$ cat config.mk
export PLATFORM = sky130hd
export DESIGN_NAME = pixel_map_stream
export DESIGN_NICKNAME = d
export VERILOG_FILES = /design/src/rtl/pixel_map_stream.sv
export SDC_FILE = /design/constraint.sdc
export NUM_CORES = 1
export LEC_CHECK = 0
export BUFFER_PORTS_ARGS = -buffer_cell sky130_fd_sc_hd__buf_4
export CAP_MARGIN = 0
export CORE_MARGIN = 2
export CORE_UTILIZATION = 25
export CTS_CLUSTER_DIAMETER = 100
export CTS_CLUSTER_SIZE = 25
export DETAILED_ROUTE_END_ITERATION = 10
export MAX_ROUTING_LAYER = met4
export PLACE_DENSITY = 0.41
export SYNTH_ARGS = -nofsm -noshare
export SYNTH_HDL_FRONTEND = slang
export SYNTH_SLANG_ARGS = --single-unit
$ cat constraint.sdc
create_clock -name clk -period 3.8 [get_ports clk]
set_input_delay 0.57 -clock clk [delete_from_list [all_inputs] [get_ports clk]]
set_output_delay 0.57 -clock clk [all_outputs]
set_load 0.02 [all_outputs]
$ cat src/rtl/pixel_map_stream.sv
// Raster-order pixel to complex-plane coordinate mapper on a valid/ready stream.
// Optional back-to-back frames when PIXEL_MAP_CONTINUOUS_EN is defined.

module pixel_map_stream_chk #(
    parameter int PIXEL_WIDTH = 10,
    parameter int DATA_WIDTH  = 25
) (
    input logic                   clk,
    input logic                   reset,
    input logic                   out_valid_o,
    input logic                   out_ready_i,
    input logic                   busy_o,
    input logic [DATA_WIDTH-1:0]  real_x_o,
    input logic [DATA_WIDTH-1:0]  imag_y_o,
    input logic [PIXEL_WIDTH-1:0] pixel_x_o,
    input logic [PIXEL_WIDTH-1:0] pixel_y_o
);
    // A stalled beat must stay valid and stable until it is taken.
    a_hold: assert property (@(posedge clk) disable iff (reset)
        (out_valid_o && !out_ready_i) |=> (out_valid_o && $stable(real_x_o) &&
        $stable(imag_y_o) && $stable(pixel_x_o) && $stable(pixel_y_o)));

    a_busy: assert property (@(posedge clk) disable iff (reset)
        out_valid_o |-> busy_o);
endmodule

module pixel_map_stream #(
    parameter int PIXEL_WIDTH = 10,
    parameter int SCREEN_W    = 640,
    parameter int SCREEN_H    = 480,
    parameter int DATA_WIDTH  = 25,
    parameter int FRACT_WIDTH = 20,
    parameter int ZOOM_WIDTH  = 3,
    parameter int R_MIN_BASE  = -2097152,
    parameter int I_MIN_BASE  = -1572864,
    parameter int STEP_BASE   = 6554
) (
    input  logic                   clk,
    input  logic                   reset,
    input  logic                   start_i,
    input  logic [ZOOM_WIDTH-1:0]  zoom_i,
    input  logic [DATA_WIDTH-1:0]  x_offset_i,
    input  logic [DATA_WIDTH-1:0]  y_offset_i,
    output logic                   out_valid_o,
    input  logic                   out_ready_i,
    output logic [DATA_WIDTH-1:0]  real_x_o,
    output logic [DATA_WIDTH-1:0]  imag_y_o,
    output logic [PIXEL_WIDTH-1:0] pixel_x_o,
    output logic [PIXEL_WIDTH-1:0] pixel_y_o,
    output logic                   line_end_o,
    output logic                   frame_end_o,
    output logic                   busy_o
);
    localparam logic [1:0] ST_IDLE = 2'd0;
    localparam logic [1:0] ST_LOAD = 2'd1;
    localparam logic [1:0] ST_RUN  = 2'd2;

    localparam logic [PIXEL_WIDTH-1:0]       X_LAST  = PIXEL_WIDTH'(SCREEN_W - 1);
    localparam logic [PIXEL_WIDTH-1:0]       Y_LAST  = PIXEL_WIDTH'(SCREEN_H - 1);
    localparam logic [DATA_WIDTH-1:0]        STEP_C  = DATA_WIDTH'(STEP_BASE);
    localparam logic signed [DATA_WIDTH-1:0] R_MIN_C = DATA_WIDTH'(R_MIN_BASE);
    localparam logic signed [DATA_WIDTH-1:0] I_MIN_C = DATA_WIDTH'(I_MIN_BASE);

    logic [1:0]             state_q, state_d;
    logic [ZOOM_WIDTH-1:0]  zoom_q, zoom_d;
    logic [DATA_WIDTH-1:0]  x_off_q, x_off_d;
    logic [DATA_WIDTH-1:0]  y_off_q, y_off_d;
    logic [DATA_WIDTH-1:0]  step_q, step_d;
    logic [DATA_WIDTH-1:0]  r_min_q, r_min_d;
    logic [DATA_WIDTH-1:0]  real_q, real_d;
    logic [DATA_WIDTH-1:0]  imag_q, imag_d;
    logic [PIXEL_WIDTH-1:0] px_q, px_d;
    logic [PIXEL_WIDTH-1:0] py_q, py_d;
    logic                   valid_q, valid_d;
    logic                   busy_q, busy_d;

    // Shifted bases must be held in signed variables so >>> stays arithmetic.
    logic signed [DATA_WIDTH-1:0] r_shift_s;
    logic signed [DATA_WIDTH-1:0] i_shift_s;
    logic                         xfer_s;
    logic                         line_end_s;

    // Frame constants derived from the latched zoom level.
    always_comb begin
        r_shift_s = R_MIN_C >>> zoom_q;
        i_shift_s = I_MIN_C >>> zoom_q;
    end

    // Handshake and raster position decode.
    always_comb begin
        xfer_s      = valid_q & out_ready_i;
        line_end_s  = (px_q == X_LAST);
        line_end_o  = line_end_s;
        frame_end_o = line_end_s & (py_q == Y_LAST);
    end

    // Next-state logic for the frame FSM and the incremental coordinate datapath.
    always_comb begin
        state_d = state_q;
        zoom_d  = zoom_q;
        x_off_d = x_off_q;
        y_off_d = y_off_q;
        step_d  = step_q;
        r_min_d = r_min_q;
        real_d  = real_q;
        imag_d  = imag_q;
        px_d    = px_q;
        py_d    = py_q;
        case (state_q)
            ST_IDLE: begin
                if (start_i) begin
                    zoom_d  = zoom_i;
                    x_off_d = x_offset_i;
                    y_off_d = y_offset_i;
                    state_d = ST_LOAD;
                end else begin
                    state_d = ST_IDLE;
                end
            end
            ST_LOAD: begin
                step_d  = STEP_C >> zoom_q;
                r_min_d = x_off_q + r_shift_s;
                real_d  = x_off_q + r_shift_s;
                imag_d  = y_off_q + i_shift_s;
                px_d    = {PIXEL_WIDTH{1'b0}};
                py_d    = {PIXEL_WIDTH{1'b0}};
                state_d = ST_RUN;
            end
            ST_RUN: begin
                if (xfer_s) begin
                    if (!line_end_s) begin
                        px_d   = px_q + PIXEL_WIDTH'(1);
                        real_d = real_q + step_q;
                    end else begin
                        px_d   = {PIXEL_WIDTH{1'b0}};
                        real_d = r_min_q;
                        if (py_q != Y_LAST) begin
                            py_d   = py_q + PIXEL_WIDTH'(1);
                            imag_d = imag_q + step_q;
                        end else begin
`ifdef PIXEL_MAP_CONTINUOUS_EN
                            zoom_d  = zoom_i;
                            x_off_d = x_offset_i;
                            y_off_d = y_offset_i;
                            state_d = ST_LOAD;
`else
                            state_d = ST_IDLE;
`endif
                        end
                    end
                end else begin
                    state_d = ST_RUN;
                end
            end
            default: begin
                state_d = ST_IDLE;
            end
        endcase
        valid_d = (state_d == ST_RUN);
        busy_d  = (state_d != ST_IDLE);
    end

    // State and output registers with synchronous reset.
    always_ff @(posedge clk) begin
        if (reset) begin
            state_q <= ST_IDLE;
            zoom_q  <= {ZOOM_WIDTH{1'b0}};
            x_off_q <= {DATA_WIDTH{1'b0}};
            y_off_q <= {DATA_WIDTH{1'b0}};
            step_q  <= {DATA_WIDTH{1'b0}};
            r_min_q <= {DATA_WIDTH{1'b0}};
            real_q  <= {DATA_WIDTH{1'b0}};
            imag_q  <= {DATA_WIDTH{1'b0}};
            px_q    <= {PIXEL_WIDTH{1'b0}};
            py_q    <= {PIXEL_WIDTH{1'b0}};
            valid_q <= 1'b0;
            busy_q  <= 1'b0;
        end else begin
            state_q <= state_d;
            zoom_q  <= zoom_d;
            x_off_q <= x_off_d;
            y_off_q <= y_off_d;
            step_q  <= step_d;
            r_min_q <= r_min_d;
            real_q  <= real_d;
            imag_q  <= imag_d;
            px_q    <= px_d;
            py_q    <= py_d;
            valid_q <= valid_d;
            busy_q  <= busy_d;
        end
    end

    assign out_valid_o = valid_q;
    assign busy_o      = busy_q;
    assign real_x_o    = real_q;
    assign imag_y_o    = imag_q;
    assign pixel_x_o   = px_q;
    assign pixel_y_o   = py_q;

    pixel_map_stream_chk #(
        .PIXEL_WIDTH(PIXEL_WIDTH),
        .DATA_WIDTH (DATA_WIDTH)
    ) u_chk (
        .clk        (clk),
        .reset      (reset),
        .out_valid_o(out_valid_o),
        .out_ready_i(out_ready_i),
        .busy_o     (busy_o),
        .real_x_o   (real_x_o),
        .imag_y_o   (imag_y_o),
        .pixel_x_o  (pixel_x_o),
        .pixel_y_o  (pixel_y_o)
    );
endmodule

==> summary.md <==
| Metric | Value |
|---|---|
| Layout cell share with drive strength beyond 1 | 15.38% |
| Wirelength per Cell | approximately 18 um |
| Slew Limit Fails | 0 |
| Critical path peak fanout | 14 |
| Starting Density | 25.40% |
| Worst endpoint data arrival time | between 2 and 3 ns |
| Area Growth Syn to Fin | 23.10% |
| Fin nets | ~1400 |
| Share of flip-flops with an asynchronous set or reset | 0% |
| Maxcap violations | 0 |
| CTS tree | done |
| Distinct cells, synth | around 70 |
| Sequential area share after synthesis | approximately 36% |
| Synthesis-stage register bit count | between 150 and 200 |
| Initial antenna violation count | 0 |
| Die Y | 194.3 um |
| DRC viols | 5 |
| Status | finished with violations |
| Primary FF master, synth | dfxtp_1 |
| Final period util | a little over four fifths |
| TritonCTS Buffers | 17 |
| Vias per cell | between 4 and 5 |
| Most frequent cells in the layout | 235 x nand2_1, 163 x dfxtp_1, 153 x buf_4 |
| Hold Buf Count CTS | 0 |
| Post-Synthesis Cell Area | about 9100 um2 |
| Pwr/cell area | 410.6 nW/um2 |
| Number of flops mapped to enable cells by yosys | 0 |
| Worst-case vdd ir drop | 0.0003280 V |
| Die area | around 38000 um2 |
| Mapped Nets | approximately 1300 |
| Pleak | 4.515 nW |
| Syn Inst Count | roughly 1200 |
| Vias post-DR | between 8000 and 9000 |
| Post-route setup slack | between 0.5 and 0.6 ns |
| Post-DP HPWL | 23850 um |
| Core area | between 30000 and 40000 um2 |
| GR Overflow Total | 0 |
| Ant. Diodes | 0 |
| Die width | 194.3 um |
| Final setup viols | 0 |
| Final Skew | 0.007493 ns |
| First-pass GRT wire length | 49730 um |
| RSZ-0062 raised after global routing | false |
| Tightest Pin Transition | about 1.1 ns |
| Worst min-delay path category | input port to flop |
| TNS Setup | 0 ns |
| Highest clock rate | a little over 300 MHz |
| CTS max path bufs | 2 |
| Failing checks | DRC |
| Startpoint types | flop |
| PostCTS Resize Cnt | 0 |
| Pin count of the biggest net entering global routing | around 60 |
| Syn avg cell area | 7.656 um2 |
| Fin crit period | around 3.2 ns |
| Tot GR Track Use | between 15 and 20% |
| Final wirelength | around 32000 um |
| Final ANT Viol Nets | 0 |
| I/O pin count | 131 |
| Yosys Warn Count | 0 |
| FP Rows | just under 70 |
| Worst Path Required | 3.23 ns |
| CTS Sinks | 163 |
| Crit Path Category | flop to output pin |
| Worst-Skew Late Latency | approximately 0.44 ns |
| 1st-iter DRT viols | 465 |
| CP Capture Type | output pin |
| Commonest non-fill, non-tap cell in the layout | nand2_1 |
| H-tree Lvls | 4 |
| Post-CTS Setup Repair Bufs | 0 |
| Routability cong. | between 0.8 and 0.9 |
| Pre-CTS setup slack | just over 0.8 ns |
| Root Buffer | clkbuf_16 |
| Port bufs | 130 |
| Vias in the first global route | approximately 8300 |
| Rel. slew slack | 29.03% |
| DR pass1 iterations | 10 |
| Clock Pin Slew Worst Setup and Hold Paths | roughly 0.07 ns |
| Final Hold Viols | 0 |
[critical path, cell delays in order (launching register included)]
cell	delay [ns]
dfxtp_1	0.38
ha_1	0.22
nand3_1	0.22
or3_1	0.74
buf_4	0.30
nor2_1	0.17
buf_4	0.18
[power by group]
part | internal, W | leakage, nW | switching [W]
clock network | 0.00113 | 0.296 | 0.000736
logic | 0.000312 | 2.89 | 0.000472
registers | 0.00181 | 1.33 | 0.000119
[registers in the layout, summed over array words and instances (netlist names)]
name,flops
busy_o,1
imag_y_o,25
out_valid_o,1
pixel_x_o,10
pixel_y_o,10
r_min_q,25
real_x_o,25
state_q,2
step_q,11
x_off_q,25
y_off_q,25
zoom_q,3
[cell families (layout without fill, tap and decap cells)]
| group | after synthesis | in the layout | synth area share (%) |
|---|---|---|---|
| AO/OA/AOI/OAI | 329 | 329 | 22.86 |
| XOR/XNOR | 46 | 46 | 4.448 |
| adder cells (fa/ha/maj) | 52 | 52 | 7.515 |
| buffers and inverters | 80 | 197 | 3.467 |
| flip-flops | 163 | 163 | 36.03 |
| multiplexers | 11 | 11 | 1.229 |
| AND/OR/NAND/NOR | 502 | 502 | 24.45 |
[per-layer routing]
| metal | track usage (%) | up-vias | wire length [um] |
|---|---|---|---|
| li1 | - | 4400 | - |
| met1 | 23.23 | 4070 | 15610 |
| met2 | 27.12 | 157 | 14690 |
| met3 | 3.054 | 27 | 1053 |
| met4 | 4.957 | 0 | 542 |
| met5 | - | - | 0 |
[worst paths after layout]
check	from	to	slack, ns	depth (start not counted)
max reg2reg	zoom_q[1]$_SDFFE_PP0P_	real_x_o[23]$_SDFFE_PP0P_	0.83	12
min	y_offset_i[14]	y_off_q[14]$_SDFFE_PP0P_	0.37	3
max	pixel_x_o[0]$_SDFFE_PP0P_	frame_end_o	0.58	6
min reg2reg	r_min_q[11]$_SDFFE_PP0P_	r_min_q[11]$_SDFFE_PP0P_	0.46	2
[cell type report]
class / instances / area [um2]
clock buffer: 22 / 464.2
tap: 461 / 576.8
clock inverter: 9 / 153.9
sequential: 163 / 3263
multi-input combinational: 940 / 5494
inverter: 13 / 48.80
fill: 3868 / 24510
timing repair buffer: 153 / 1149
[stage by stage]
step	util (%)	hold slack (ns)	total power, W	cell area, um2	std cells
floorplan	-	0.4317	0.002441	9057	1183
global placement	29.54	0.4445	0.002764	10530	1730
detailed placement	29.54	0.4458	0.002763	10530	1730
CTS	31.27	0.3461	0.004656	11150	1761
global route	31.27	0.3554	0.004815	11150	1761
finish	31.27	0.3698	0.004578	11150	1761
[cells in the mapped netlist (all sizes together) (11+ instances only)]
library cell  instances  area (um2)
a211oi               16       120.1
a21oi               149       745.7
a311oi               11       96.34
a31oi                12       75.07
and3                 17       106.4
buf                  14       66.31
clkbuf               53       198.9
dfxtp               163        3263
ha                   48       600.6
inv                  13       48.79
nand2               236       885.9
nand2b               12       75.07
nand3                23       115.1
nand4                11       68.82
nor2                130       498.0
nor3                 22       110.1
o21a                 18       135.1
o21ai                46       234.0
xnor2                19       166.4
xor2                 27       236.5
(Power assumes the default switching activity.)
